--- src/rtl/seg7_reader.sv ---
// Seven-segment display reader: debounces active-low segment patterns, decodes them
// to hex digits, and hands results to a consumer over a valid/ready handshake.
module seg7_reader #(
  parameter int STABLE_CNT = 3,
  parameter int DIGITS     = 4
) (
  input  logic                  clk,
  input  logic                  rst_n,
  input  logic [6:0]            seg_in,
  input  logic                  sample_en,
  input  logic                  out_ready,
  input  logic                  clr_ovr,
  output logic                  out_valid,
  output logic [3:0]            out_digit,
  output logic                  out_err,
  output logic [4*DIGITS-1:0]   digits_q,
  output logic                  overrun
);

  localparam logic [6:0] BLANK   = 7'b1111111;
  localparam logic [3:0] CNT_MAX = 4'(STABLE_CNT);

  typedef enum logic [1:0] {
    IDLE    = 2'd0,
    QUAL    = 2'd1,
    EMIT    = 2'd2,
    SETTLED = 2'd3
  } state_t;

  // Returns {err, digit}; unknown patterns decode to err=1, digit=0.
  function automatic logic [4:0] decode_seg(input logic [6:0] pat);
    logic [4:0] res;
    case (pat)
      7'b0000001: res = 5'h00;
      7'b1001111: res = 5'h01;
      7'b0010010: res = 5'h02;
      7'b0000110: res = 5'h03;
      7'b1001100: res = 5'h04;
      7'b0100100: res = 5'h05;
      7'b0100000: res = 5'h06;
      7'b0001111: res = 5'h07;
      7'b0000000: res = 5'h08;
      7'b0000100: res = 5'h09;
      7'b0001000: res = 5'h0A;
      7'b1100000: res = 5'h0B;
      7'b0110001: res = 5'h0C;
      7'b1000010: res = 5'h0D;
      7'b0110000: res = 5'h0E;
      7'b0111000: res = 5'h0F;
      default:    res = 5'h10;
    endcase
    return res;
  endfunction

  state_t              state_q, state_d;
  logic [6:0]          cand_q, cand_d;
  logic [3:0]          cnt_q, cnt_d;
  logic [6:0]          last_rep_q, last_rep_d;
  logic                valid_q, valid_d;
  logic [3:0]          digit_q, digit_d;
  logic                err_q, err_d;
  logic [4*DIGITS-1:0] hist_q, hist_d;
  logic                ovr_q, ovr_d;

  logic                same_s, qual_s, issue_s, accept_s, drop_s, load_s;
  logic [3:0]          cnt_nx_s;
  logic [4:0]          dec_s;

  // Qualification and handshake event decode for the current cycle.
  always_comb begin
    same_s = (seg_in == cand_q);
    if (!same_s) begin
      cnt_nx_s = 4'd1;
    end else if (cnt_q == CNT_MAX) begin
      cnt_nx_s = CNT_MAX;
    end else begin
      cnt_nx_s = cnt_q + 4'd1;
    end
    // A saturated count that stays saturated is not a new qualification.
    qual_s   = sample_en && (cnt_nx_s == CNT_MAX) && !(same_s && (cnt_q == CNT_MAX));
    issue_s  = qual_s && (seg_in != BLANK) && (seg_in != last_rep_q);
    accept_s = valid_q && out_ready;
    drop_s   = issue_s && valid_q && !out_ready;
    load_s   = issue_s && !drop_s;
    dec_s    = decode_seg(seg_in);
  end

  // Next-state computation for candidate tracking, result slot, history and overrun.
  always_comb begin
    cand_d     = cand_q;
    cnt_d      = cnt_q;
    last_rep_d = last_rep_q;
    valid_d    = valid_q;
    digit_d    = digit_q;
    err_d      = err_q;
    hist_d     = hist_q;
    ovr_d      = ovr_q;
    state_d    = state_q;

    if (sample_en) begin
      cand_d = seg_in;
      cnt_d  = cnt_nx_s;
    end else begin
      cnt_d  = cnt_q;
    end

    if (qual_s && (seg_in == BLANK)) begin
      last_rep_d = BLANK;
    end else if (load_s) begin
      last_rep_d = seg_in;
    end else begin
      last_rep_d = last_rep_q;
    end

    if (accept_s && !err_q) begin
      hist_d = {hist_q[4*DIGITS-5:0], digit_q};
    end else begin
      hist_d = hist_q;
    end

    if (load_s) begin
      valid_d = 1'b1;
      digit_d = dec_s[3:0];
      err_d   = dec_s[4];
    end else if (accept_s) begin
      valid_d = 1'b0;
    end else begin
      valid_d = valid_q;
    end

    if (drop_s) begin
      ovr_d = 1'b1;
    end else if (clr_ovr) begin
      ovr_d = 1'b0;
    end else begin
      ovr_d = ovr_q;
    end

    if (valid_d) begin
      state_d = EMIT;
    end else if (qual_s) begin
      state_d = SETTLED;
    end else begin
      case (state_q)
        IDLE:    state_d = sample_en ? QUAL : IDLE;
        QUAL:    state_d = QUAL;
        EMIT:    state_d = (sample_en && !same_s) ? QUAL : SETTLED;
        SETTLED: state_d = (sample_en && !same_s) ? QUAL : SETTLED;
        default: state_d = IDLE;
      endcase
    end
  end

  // Single state/output register bank with asynchronous reset.
  always_ff @(posedge clk or negedge rst_n) begin
    if (!rst_n) begin
      state_q    <= IDLE;
      cand_q     <= BLANK;
      cnt_q      <= 4'd0;
      last_rep_q <= BLANK;
      valid_q    <= 1'b0;
      digit_q    <= 4'd0;
      err_q      <= 1'b0;
      hist_q     <= '0;
      ovr_q      <= 1'b0;
    end else begin
      state_q    <= state_d;
      cand_q     <= cand_d;
      cnt_q      <= cnt_d;
      last_rep_q <= last_rep_d;
      valid_q    <= valid_d;
      digit_q    <= digit_d;
      err_q      <= err_d;
      hist_q     <= hist_d;
      ovr_q      <= ovr_d;
    end
  end

  assign out_valid = valid_q;
  assign out_digit = digit_q;
  assign out_err   = err_q;
  assign digits_q  = hist_q;
  assign overrun   = ovr_q;

endmodule
--- config.mk ---
export PLATFORM = sky130hd
export DESIGN_NAME = seg7_reader
export DESIGN_NICKNAME = d
export VERILOG_FILES = /design/src/rtl/seg7_reader.sv
export SDC_FILE = /design/constraint.sdc
export NUM_CORES = 1
export LEC_CHECK = 0
export CAP_MARGIN = 10
export CELL_PAD_IN_SITES_DETAIL_PLACEMENT = 1
export CELL_PAD_IN_SITES_GLOBAL_PLACEMENT = 1
export CORE_ASPECT_RATIO = 0.7
export CORE_MARGIN = 5
export CORE_UTILIZATION = 40
export DETAILED_ROUTE_END_ITERATION = 10
export PLACE_DENSITY = 0.83
export SYNTH_ARGS = -nofsm -noshare
export SYNTH_HDL_FRONTEND = slang
export SYNTH_SLANG_ARGS = --single-unit
--- constraint.sdc ---
create_clock -name clk -period 2.3 [get_ports clk]
set_input_delay 0.345 -clock clk [delete_from_list [all_inputs] [get_ports clk]]
set_output_delay 0.345 -clock clk [all_outputs]
set_load 0.05 [all_outputs]
== Yosys cells after proc, flatten, opt, wreduce, memory -nomap -nowiden ==
Index checks and enable logic that the tools add are counted.
Word-level totals
  register bits: 41
Operators by class
  add/subtract/negate cells: 1
  equality and inequality tests: 21
  muxes and demuxes: 9
  reductions and logical operators: 19
Operator list (count)
  $pmux W5 S16: 1
  $eq A7 B6 Y1 const B: 5
  $eq A7 B7 Y1 const B: 5
  $eq A7 B3 Y1 const B: 2
  $eq A7 B4 Y1 const B: 2
  $mux W7: 2
  $logic_and A1 B1 Y1: 11
  $eq A4 B2 Y1 const B: 2
  $mux W4: 2
  $eq A7 B1 Y1 const B: 1
  $eq A7 B5 Y1 const B: 1
  $eq A7 B7 Y1: 1
  $logic_not A7 Y1: 1
  $ne A7 B7 Y1: 1
  $ne A7 B7 Y1 const B: 1
  $reduce_bool A2 Y1: 3
  $add A4 B1 Y4 const B: 1
  $logic_not A1 Y1: 4
  $mux W1: 4

== Logic depth before layout (Yosys ltp) ==
Gate-level depths: netlist of the first run.
  depth in word-level cells: 14
  depth in mapped cells: 7
  depth with buffers taken out: 6

== Least setup slack after synthesis of the first run ==
No wires, ideal clock.
  path type: register to register
  start point: register cand_q[3]
  end point: register digit_q[0] (netlist: out_digit[0])
  setup time: 0.128 ns
  arrival: 1.723 ns
  required time: 2.172 ns
  path slack: 0.449 ns
  stages on the path, launching flop included: 6
  period minus slack after synthesis: 1.851 ns
  cell sequence: dfstp_2 > xnor2_2 > nand4_2 > nor4_4 > nand4_4 > mux2_1
Between the ends
  word-level cells in the longest chain between the ends: 11
  elaborated cells on any way between the ends: 13
  those cells by class: eq/ne (2); mux (1); reduce/logical (10)
Ends and longest elaborated chain
  start: declaration: line 56  | logic [6:0] cand_q, cand_d;
  start signal: assignment: line 168  | cand_q <= cand_d;
  $eq A7 B7 Y1 *: line 71  | same_s = (seg_in == cand_q);
  $mux W4: line 72  | if (!same_s) begin
  $eq A4 B2 Y1: line 80  | qual_s = sample_en && (cnt_nx_s == CNT_MAX) && !(same_s && (cnt_q == CNT_MAX));
  $logic_and A1 B1 Y1: line 80
  $logic_and A1 B1 Y1 *: line 80
  $logic_and A1 B1 Y1 * (2 in a row): line 81  | issue_s = qual_s && (seg_in != BLANK) && (seg_in != last_rep_q);
  $logic_and A1 B1 Y1 (2 in a row): line 83  | drop_s = issue_s && valid_q && !out_ready;
  $logic_not A1 Y1: line 84  | load_s = issue_s && !drop_s;
  $logic_and A1 B1 Y1 *: line 84
  end signal: assignment: line 172  | digit_q <= digit_d;
  end: declaration: line 60  | logic [3:0] digit_q, digit_d;
Mark *: on every way between the ends. The rest lies on a longest branch, timed or not.
A chain may end at the register's enable or synchronous reset.

== Final worst setup path of the first run ==
  start point: input seg_in[1]
  end point: register err_q (netlist: out_err)
Between the ends
  word-level cells in the longest chain between the ends: 11
  elaborated cells on any way between the ends: 32
  those cells by class: eq/ne (19); mux (2); reduce/logical (11)
Ends and longest elaborated chain
  start: declaration: line 9  | input logic [6:0] seg_in,
  $eq A7 B7 Y1: line 71
  $mux W4: line 72
  $eq A4 B2 Y1: line 80
  $logic_and A1 B1 Y1 (2 in a row): line 80
  $logic_and A1 B1 Y1 (2 in a row): line 81
  $logic_and A1 B1 Y1 (2 in a row): line 83
  $logic_not A1 Y1: line 84
  $logic_and A1 B1 Y1: line 84
  end signal: assignment: line 173  | err_q <= err_d;
  end: declaration: line 61  | logic err_q, err_d;
Several ways; a longest one is shown, not always the timed one.

==> impl_metrics.csv, run 1 <==
group,metric,value,unit
clocking,clk_pin_slew_worst_paths,80,ps
finish,n_antenna_cell,0,
clocking,htreeDepth,2,
timing,drv_slew,0,
logic_synthesis,syn-num-nets,209,
finish,drive_gt1_share,35.9,%
place,pre_cts_ws,-185,ps
global_route,grt_max_degree,32,
logic_synthesis,synthMuxAreaShare,15.1,%
global_route,grt_antenna_before_repair,0,
finish,area_delta_synth_final,31.4,%
routing,route.met2.wl,2450,µm
timing,finalHoldViolCount,0,
global_route,grt_overflow_total,0,
timing,setup_viol,0,
logic_synthesis,synth-seq-cells,41,
min_path,hp-class,"input port to asynchronous set/reset pin",
timing,fmax,461,MHz
logic_synthesis,synth_fa_ha_area_share,0.561,%
clocking,clk_latency,310,ps
worst_setup_path,crit_type,"input port to flop",
power_and_ir_drop,leakage,0.00134,µW
timing,period_share,94.3,%
worst_setup_path,crit_arrival,2420,ps
worst_setup_path,r2r_cells,6,
logic_synthesis,syn_inst,196,
routing,postRouteWirelength,5390,µm
worst_setup_path,crit-reg2reg-launch,"cnt_q[0]$_DFFE_PN0P_",
clocking,cts_buffers,5,
floorplan,dieArea,7200,µm²
global_route,first_global_vias,1728,
logic_synthesis,synth_cell_types,48,
floorplan,die_y,72.5,µm
worst_setup_path,end_kind,"flop",
status,status,"complete, no violations",
routing,wl_met1,2690,µm
worst_setup_path,critPathLaunch,"seg_in[1]",
logic_synthesis,syn_area_per_cell,11.4,µm²
routing,dr.pass1.iters,4,
routing,top_layer_used,"met4",
finish,nNetsFinal,268,
logic_synthesis,synth_xor_area_share,7.62,%
finish,final_cell_count_no_fill,328,
logic_synthesis,synth_top_family_by_area,"simple AND/OR/NAND/NOR gates",
worst_setup_path,path_max_fanout,12,
clocking,cts_root_buf,"clkbuf_8",
clocking,cts.path.max_buffers,2,
routing,wl_met3,220,µm
logic_synthesis,synth_seq_area_share,46.7,%
worst_setup_path,worst_ep_required_time,2550,ps
routing,avgViaCountPerCell,5.27,
timing,rsz0062_at_grt,"false",
routing,drc_errors,0,
logic_synthesis,synth_warnings,0,
routing,drtIter0Drc,59,
place,buffer_ports.inserted,34,
worst_setup_path,reg2reg_to,"out_err$_DFFE_PN0P_",
floorplan,core,5310,µm²
clocking,cts_setup_buffers,0,
floorplan,start_util,42.0,%
power_and_ir_drop,vdd_drop_max,0.000226,V
timing,tightest_slew,709,ps
logic_synthesis,syn_area,2230,µm²
power_and_ir_drop,powerDensity,494,nW/µm²
timing,fin_worst_skew,7.50,ps
clocking,cts.sinks,41,
timing,max_slew_margin,52.7,%
logic_synthesis,async_reset_ff_share,100,%
global_route,grt_pass1_wl,8990,µm
logic_synthesis,synth_edf_count,0,
logic_synthesis,yosys.area_share.simple,16.9,%
timing,setup_slack,130,ps
routing,routedWlPerCell,16.4,µm
floorplan,chipWidth,99.3,µm
clocking,cts_tree,"done",
run,maxCapViolations,0,
worst_setup_path,start_kind,"input port",
worst_setup_path,r2r_slack,340,ps
floorplan,row_count,22,
global_route,grtUsageTotal,15.8,%
place,dp.cells,320,
logic_synthesis,synthFlopType,"dfrtp_1",
floorplan,ios,35,
place,place.gp.congestion,0.851,
routing,postRouteAntennaNets,0,
timing,min_period,2170,ps
routing,vias,1727,
place,place_hpwl,4110,µm
logic_synthesis,synth_compound_area_share,8.80,%
==> power breakdown <==
group | switching [µW] | total (µW) | internal, µW
clock | 272 | 481 | 210
sequential | 12.8 | 759 | 746
combinational | 104 | 208 | 104
total | 388 | 1450 | 1060
==> cells in the mapped netlist, types with 2 or more instances <==
cell type / n / area share [%]
o21ai_0: 6 / 1.3
nand2_1: 10 / 1.7
nor2b_1: 3 / 0.84
nor4b_1: 2 / 0.78
buf_2: 4 / 0.90
mux2_2: 27 / 14
nor3_1: 5 / 1.1
nor4bb_1: 4 / 1.8
a21boi_0: 2 / 0.67
xnor2_2: 4 / 2.9
a2bb2oi_1: 5 / 2.0
inv_1: 9 / 1.5
nand3_1: 5 / 1.1
clkbuf_1: 6 / 1.0
nand3b_1: 2 / 0.67
nand2b_1: 3 / 0.84
buf_1: 2 / 0.34
xor2_1: 9 / 3.5
nand4_1: 4 / 1.1
xnor2_1: 3 / 1.2
mux2_1: 2 / 1.0
nor2_1: 9 / 1.5
a21oi_1: 5 / 1.1
dfrtp_1: 27 / 30
dfstp_2: 14 / 16
and3b_1: 2 / 0.78
==> timing repair <==
item / 4_1_cts / 5_1_grt
hold buffers: 0 / 0
endpoints found under the setup margin: 0 / 1
gates resized for setup: 0 / 1
==> cell families (layout without fill, tap and decap cells) <==
group / after synthesis / after routing
and+or+nand+nor: 58 / 58
DFF: 41 / 41
muxes: 30 / 30
AOI/OAI and AO/OA: 28 / 28
buffers and inverters: 22 / 82
xor gates and xnor gates: 16 / 16
adders and majority gates: 1 / 1
==> state kept, by name (all words and copies together) (netlist names) <==
signal and flops:
out_digit 4, cand_q 7, overrun 1, digits_q 16
out_err 1, out_valid 1, cnt_q 4, last_rep_q 7
==> through the flow <==
step	setup TNS (ps)	total power [µW]	utilization (%)	instance area, µm²	hold WS [ps]
global placement	-744	972	53.5	2840	434
finish	0	1450	55.2	2930	88.8
global route	0	1520	55.2	2930	150
CTS	0	1470	55.1	2930	102
detailed placement	-1210	979	53.5	2840	440
floorplan	0	881	-	2230	49.4
==> worst max-delay path by stage <==
stage / end / slack [ps] / depth (start not counted)
after detailed placement: out_err$_DFFE_PN0P_ / -190 / 8
after floorplan: out_digit[0]$_DFFE_PN0P_ / 450 / 5
final: out_err$_DFFE_PN0P_ / 130 / 8
after global routing: last_rep_q[6]$_DFFE_PN1P_ / 30 / 7
after global placement: last_rep_q[5]$_DFFE_PN1P_ / -100 / 7
after CTS: out_err$_DFFE_PN0P_ / 90 / 8
==> layout by cell type (no fill, tap or decap), types with 3 or more instances in the layout <==
| master | count |
|---|---|
| clkdlybuf4s50_1 | 33 |
| a21oi_1 | 5 |
| nand2b_1 | 3 |
| xor2_1 | 9 |
| xnor2_1 | 3 |
| nand3_1 | 5 |
| dfrtp_1 | 27 |
| nor2_1 | 9 |
| mux2_2 | 27 |
| nor4bb_1 | 4 |
| buf_4 | 30 |
| nor2b_1 | 3 |
| dfstp_2 | 14 |
| nor3_1 | 5 |
| a2bb2oi_1 | 5 |
| xnor2_2 | 4 |
| clkbuf_8 | 5 |
| nand2_1 | 10 |
| o21ai_0 | 6 |
| nand4_1 | 4 |
| inv_1 | 9 |
==> worst max-delay path, stage by stage <==
cell             delay, ps
clkdlybuf4s50_1        630
buf_4                  250
a21oi_1                 70
a32oi_1                250
nand4_1                200
a2111oi_0              390
buf_4                  170
mux2_1                 110
==> routing by layer <==
| metal | GRT usage (%) | up-vias |
|---|---|---|
| met5 | 0 | - |
| met4 | 3.64 | 0 |
| met3 | 4.71 | 5 |
| met2 | 23.6 | 27 |
| met1 | 22.6 | 872 |
| li1 | - | 823 |
==> area by class of cell <==
class / count / area, µm²
Clock buffer: 5 / 68.8
Clock inverter: 3 / 17.5
Fill cell: 577 / 2380
Inverter: 9 / 33.8
Multi-Input combinational cell: 133 / 1100
Sequential cell: 41 / 1040
Tap cell: 72 / 90.1
Timing Repair Buffer: 65 / 581
Power figures use the tool's default switching activity.
==> run 2: changes to the inputs <==
--- a/config.mk
+++ b/config.mk
@@ -13,6 +13,7 @@
 export CORE_UTILIZATION = 40
 export DETAILED_ROUTE_END_ITERATION = 10
 export PLACE_DENSITY = 0.83
+export REMOVE_ABC_BUFFERS = 1
 export SYNTH_ARGS = -nofsm -noshare
 export SYNTH_HDL_FRONTEND = slang
 export SYNTH_SLANG_ARGS = --single-unit
==> run 2 against run 1 <==
Critical path depth fell by 1. Routed wire length rose by 4.7%. Critical path type unchanged. Sequential power barely moved. Final cell count fell by 0.91%. Combinational power fell by 2%. Die area did not move. Clock-buffer cell count rose by 1. Via count fell by 0.58%. Non-clock buffer count fell by 3. First-iteration DRC count fell by 12%. Register-to-register slack got worse by 30 ps.
==> impl_metrics.csv, run 2 (synthesis results as in run 1) <==
group,metric,value,unit
status,status,"complete, no violations",
timing,fmax,465,MHz
power_and_ir_drop,swShare,25.9,%
finish,fin_util,54.5,%
global_route,grt_max_degree,24,
power_and_ir_drop,comb_power_share,14.3,%
clocking,cts_buffers,5,
finish,n_antenna_cell,0,
worst_setup_path,start_kind,"input port",
clocking,clk_latency,290,ps
power_and_ir_drop,vdd_drop_max,0.000297,V
power_and_ir_drop,p_sw,369,µW
timing,tightest_slew,530,ps
power_and_ir_drop,power.total,1420,µW
power_and_ir_drop,pwr-share-seq,53.3,%
routing,dr.pass1.iters,4,
clocking,cts.sinks,41,
finish,mostFrequentLayoutCell,"clkdlybuf4s50_1",
clocking,cts.path.max_buffers,2,
routing,drc_errors,0,
routing,routedWlPerCell,17.4,µm
floorplan,die_y,72.5,µm
routing,postRouteAntennaNets,0,
worst_setup_path,path_max_fanout,8,
timing,min_period,2150,ps
global_route,grt_pass1_wl,9650,µm
power_and_ir_drop,p_clk_share,32.4,%
power_and_ir_drop,internal_power,1060,µW
worst_setup_path,worst_ep_required_time,2520,ps
worst_setup_path,crit-reg2reg-launch,"cnt_q[0]$_DFFE_PN0P_",
global_route,grtUsageTotal,16.9,%
place,place.gp.congestion,0.836,
power_and_ir_drop,leakage,0.00132,µW
global_route,grt_antenna_before_repair,0,
worst_setup_path,reg2reg_to,"out_err$_DFFE_PN0P_",
finish,layout_common_cells,"33 x clkdlybuf4s50_1, 28 x buf_4, 27 x mux2_2, 27 x dfrtp_1, 14 x dfstp_2",
timing,finalHoldViolCount,0,
floorplan,row_count,22,
routing,avgViaCountPerCell,5.28,
worst_setup_path,crit_arrival,2370,ps
clocking,cts_tree,"done",
floorplan,start_util,42.0,%
routing,postRouteWirelength,5650,µm
worst_setup_path,end_kind,"flop",
timing,rsz0062_at_grt,"false",
min_path,hp-class,"input port to asynchronous set/reset pin",
floorplan,core,5310,µm²
place,place_hpwl,4250,µm
floorplan,dieArea,7200,µm²
timing,drv_slew,0,
worst_setup_path,r2r_slack,310,ps
worst_setup_path,crit_type,"input port to flop",
timing,holdWs,6.81,ps
global_route,grt_overflow_total,0,
routing,drtIter0Drc,52,
place,buffer_ports.inserted,34,
finish,largest_reg_flops,16,
worst_setup_path,critPathLaunch,"seg_in[2]",
floorplan,ios,35,
clocking,cts_root_buf,"clkbuf_8",
routing,vias,1717,
worst_setup_path,r2r_cells,7,
finish,nNetsFinal,265,
run,maxCapViolations,0,
global_route,first_global_vias,1867,
finish,area_delta_synth_final,29.7,%
clocking,cts_setup_buffers,0,
clocking,htreeDepth,2,
clocking,clk_pin_slew_worst_paths,80,ps
timing,max_slew_margin,64.5,%
timing,period_share,93.5,%
finish,drive_gt1_share,34.8,%
timing,fin_worst_skew,5.95,ps
floorplan,chipWidth,99.3,µm
worst_setup_path,endpoint,"last_rep_q[4]$_DFFE_PN1P_",
power_and_ir_drop,powerDensity,492,nW/µm²
timing,setup_viol,0,
## run 2: final cells by class
| cell class | instances | area, µm² |
|---|---|---|
| clock buffer | 6 | 72.6 |
| multi-input combinational | 133 | 1100 |
| clock inverter | 2 | 10.0 |
| fill | 587 | 2420 |
| timing repair buffer | 62 | 546 |
| sequential | 41 | 1040 |
| tap | 72 | 90.1 |
| inverter | 9 | 33.8 |
## run 2: metal layers
layer / GRT usage [%] / vias up / wire length (µm)
met1: 23.7 / 871 / 2720
li1: - / 816 / -
met2: 27.0 / 25 / 2690
met5: 0 / - / 0
met3: 3.27 / 5 / 177
met4: 4.55 / 0 / 56
## run 2: repair_timing
| action | in CTS | in global routing |
|---|---|---|
| resized for setup | 1 | 0 |
| endpoints found under the setup margin | 3 | 0 |
| hold buffers | 0 | 0 |
## run 2: power by group through the flow
stage	Sequential [µW]	Combinational, µW	Clock (µW)
after floorplan	772	83.3	0
after global placement	771	194	0
after detailed placement	772	202	0
after CTS	758	206	476
after global routing	761	221	513
final	758	204	461
## run 2: stage by stage
step           instances  setup slack [ps]  instance area [µm²]  setup TNS [ps]
6_report             325               149                 2900               0
5_1_grt              325              6.09                 2900               0
4_1_cts              325               125                 2900               0
3_5_place_dp         317              -176                 2810           -1130
3_3_place_gp         317              -128                 2810            -531
2_1_floorplan        183               449                 2170               0
## run 2: how the worst min path moves through the flow
stage | slack [ps] | startpoint | to
6_report | 7 | rst_n | digits_q[6]$_DFFE_PN0P_
5_1_grt | 50 | rst_n | digits_q[7]$_DFFE_PN0P_
4_1_cts | 20 | rst_n | digits_q[4]$_DFFE_PN0P_
3_5_place_dp | 350 | rst_n | digits_q[4]$_DFFE_PN0P_
3_3_place_gp | 340 | rst_n | digits_q[4]$_DFFE_PN0P_
2_1_floorplan | 50 | rst_n | cnt_q[0]$_DFFE_PN0P_
## run 2: worst max-delay path, stage by stage
cell,delay [ps]
clkdlybuf4s50_1,560
buf_4,250
xor2_1,160
nor3_1,250
a21boi_0,160
o21ai_2,270
mux2_2,370
==> run 3: changes to the inputs <==
--- a/config.mk
+++ b/config.mk
@@ -8,7 +8,7 @@
 export CAP_MARGIN = 10
 export CELL_PAD_IN_SITES_DETAIL_PLACEMENT = 1
 export CELL_PAD_IN_SITES_GLOBAL_PLACEMENT = 1
-export CORE_ASPECT_RATIO = 0.7
+export CORE_ASPECT_RATIO = 1.75
 export CORE_MARGIN = 5
 export CORE_UTILIZATION = 40
 export DETAILED_ROUTE_END_ITERATION = 10
==> run 3 against run 2 <==
Routed wire length is 4.1% lower. Clock-buffer cell count stayed put. Non-clock buffer count is 3 higher. Combinational power hardly changed. Final cell count is 2.2% higher. Critical path type unchanged. Highest routed layer unchanged.
==> impl_metrics.csv, run 3 (synthesis results as in run 1) <==
group,metric,value,unit
worst_setup_path,crit_family,"buffers and inverters",
global_route,grtUsageTotal,16.8,%
worst_setup_path,end_kind,"flop",
finish,final_cell_count_no_fill,332,
worst_setup_path,path_max_fanout,5,
routing,postRouteAntennaNets,0,
timing,fin_worst_skew,6.27,ps
floorplan,chipWidth,66.5,µm
timing,max_slew_margin,38.0,%
power_and_ir_drop,vdd_drop_max,0.000344,V
routing,vias,1719,
power_and_ir_drop,p_clk_share,37.3,%
routing,routedWlPerCell,16.3,µm
clocking,cts_setup_buffers,0,
worst_setup_path,start_kind,"input port",
finish,n_antenna_cell,0,
run,maxCapViolations,0,
clocking,cts_root_buf,"clkbuf_8",
global_route,grt_max_degree,42,
timing,rsz0062_at_grt,"false",
worst_setup_path,cp_num_buf_inv,2,
timing,drv_slew,0,
floorplan,dieArea,7230,µm²
worst_setup_path,crit_type,"input port to flop",
clocking,cts_hold_buf,0,
clocking,cts.path.max_buffers,2,
routing,dr.pass1.iters,4,
finish,nNetsFinal,268,
routing,wl_met3,131,µm
timing,setup_viol,0,
clocking,cts_tree,"done",
routing,wl_met1,2100,µm
timing,period_share,93.0,%
routing,route.met2.wl,3070,µm
floorplan,ios,35,
clocking,cts.sinks,41,
clocking,htreeDepth,2,
timing,finalHoldViolCount,0,
finish,largest_reg_flops,16,
place,dp.cells,324,
power_and_ir_drop,pwr-share-seq,49.5,%
routing,drtIter0Drc,43,
worst_setup_path,worst_ep_required_time,2530,ps
power_and_ir_drop,internal_power,1170,µW
floorplan,core,5500,µm²
floorplan,row_count,36,
place,place_hpwl,4200,µm
routing,avgViaCountPerCell,5.18,
finish,drive_gt1_share,35.2,%
global_route,grt_antenna_before_repair,0,
finish,area_delta_synth_final,31.8,%
min_path,hp-class,"input port to asynchronous set/reset pin",
worst_setup_path,crit_chain,"clkdlybuf4s50_1 -> buf_4 -> xor2_1 -> nor4_1 -> a21boi_0 -> o21ai_2 -> mux2_2",
global_route,grt_overflow_total,0,
timing,tightest_slew,930,ps
place,buffer_ports.inserted,34,
routing,drc_errors,0,
power_and_ir_drop,powerDensity,521,nW/µm²
clocking,cts_buffers,5,
global_route,grt_pass1_wl,9140,µm
clocking,clk_latency,300,ps
finish,postLayoutCellArea,2940,µm²
power_and_ir_drop,leakage,0.00135,µW
clocking,clk_pin_slew_worst_paths,80,ps
timing,fmax,467,MHz
floorplan,start_util,40.6,%
floorplan,die_y,109,µm
finish,mostFrequentLayoutCell,"clkdlybuf4s50_1",
power_and_ir_drop,swShare,23.7,%
global_route,first_global_vias,1891,
worst_setup_path,crit_arrival,2370,ps
routing,top_layer_used,"met4",
worst_setup_path,max_stage_delay,510,ps
power_and_ir_drop,p_sw,363,µW
worst_setup_path,slowest_stage,"clkdlybuf4s50_1",
routing,postRouteWirelength,5420,µm
finish,layout_common_cells,"33 x clkdlybuf4s50_1, 31 x buf_4, 27 x mux2_2, 27 x dfrtp_1, 14 x dfstp_2",
timing,min_period,2140,ps
power_and_ir_drop,comb_power_share,13.2,%
place,place.gp.congestion,0.848,
clocking,cts_resized,0,
status,status,"complete, no violations",
place,place_area,2830,µm²
run 3: area by class of cell:
class	count	area (µm²)
clock inverter	2	35.0
timing repair buffer	65	568
fill	616	2550
inverter	9	33.8
clock buffer	6	72.6
multi-input combinational	133	1090
tap	76	95.1
sequential	41	1040
run 3: power by group through the flow:
| stage | Sequential (µW) | Combinational [µW] | Clock [µW] |
|---|---|---|---|
| floorplan | 772 | 83.3 | 0 |
| CTS | 759 | 205 | 596 |
| global placement | 771 | 198 | 0 |
| global route | 761 | 223 | 626 |
| finish | 759 | 203 | 571 |
| detailed placement | 772 | 204 | 0 |
run 3: per-layer routing:
metal  GRT usage [%]  up-vias
met5               0        -
met4            8.14        0
met3            2.58        7
met2            31.2       23
met1            18.0      870
li1                -      819
run 3: final timing paths:
| path | startpoint | to | slack [ps] | cells after the start |
|---|---|---|---|---|
| worst max register to register | cnt_q[0]$_DFFE_PN0P_ | out_err$_DFFE_PN0P_ | 280 | 6 |
| worst min-delay path | rst_n | cnt_q[3]$_DFFE_PN0P_ | 180 | 1 |
| worst max-delay path | seg_in[0] | last_rep_q[5]$_DFFE_PN1P_ | 160 | 7 |
| max in group asynchronous | rst_n | digits_q[7]$_DFFE_PN0P_ | 1540 | 1 |
| worst min register to register | last_rep_q[0]$_DFFE_PN1P_ | last_rep_q[0]$_DFFE_PN1P_ | 470 | 2 |
| min in group clk | last_rep_q[0]$_DFFE_PN1P_ | last_rep_q[0]$_DFFE_PN1P_ | 470 | 2 |
run 3: worst register-to-register path, stage by stage, from the launching register on:
cell	delay (ps)
dfrtp_1	430
ha_1	260
xnor2_1	170
nand4_1	160
nor4_4	330
nand4_4	210
mux2_1	360
run 3: stage by stage:
step                      setup slack (ps)  power (µW)  utilization, %  setup TNS, ps  hold slack (ps)
after floorplan                        449         855               -              0             49.4
final                                  160        1530            53.5              0              180
after detailed placement              -153         976            51.6          -1400              465
after global routing                  23.5        1610            53.5              0              258
after CTS                              174        1560            53.5              0              202
after global placement                -132         969            51.6           -987              455
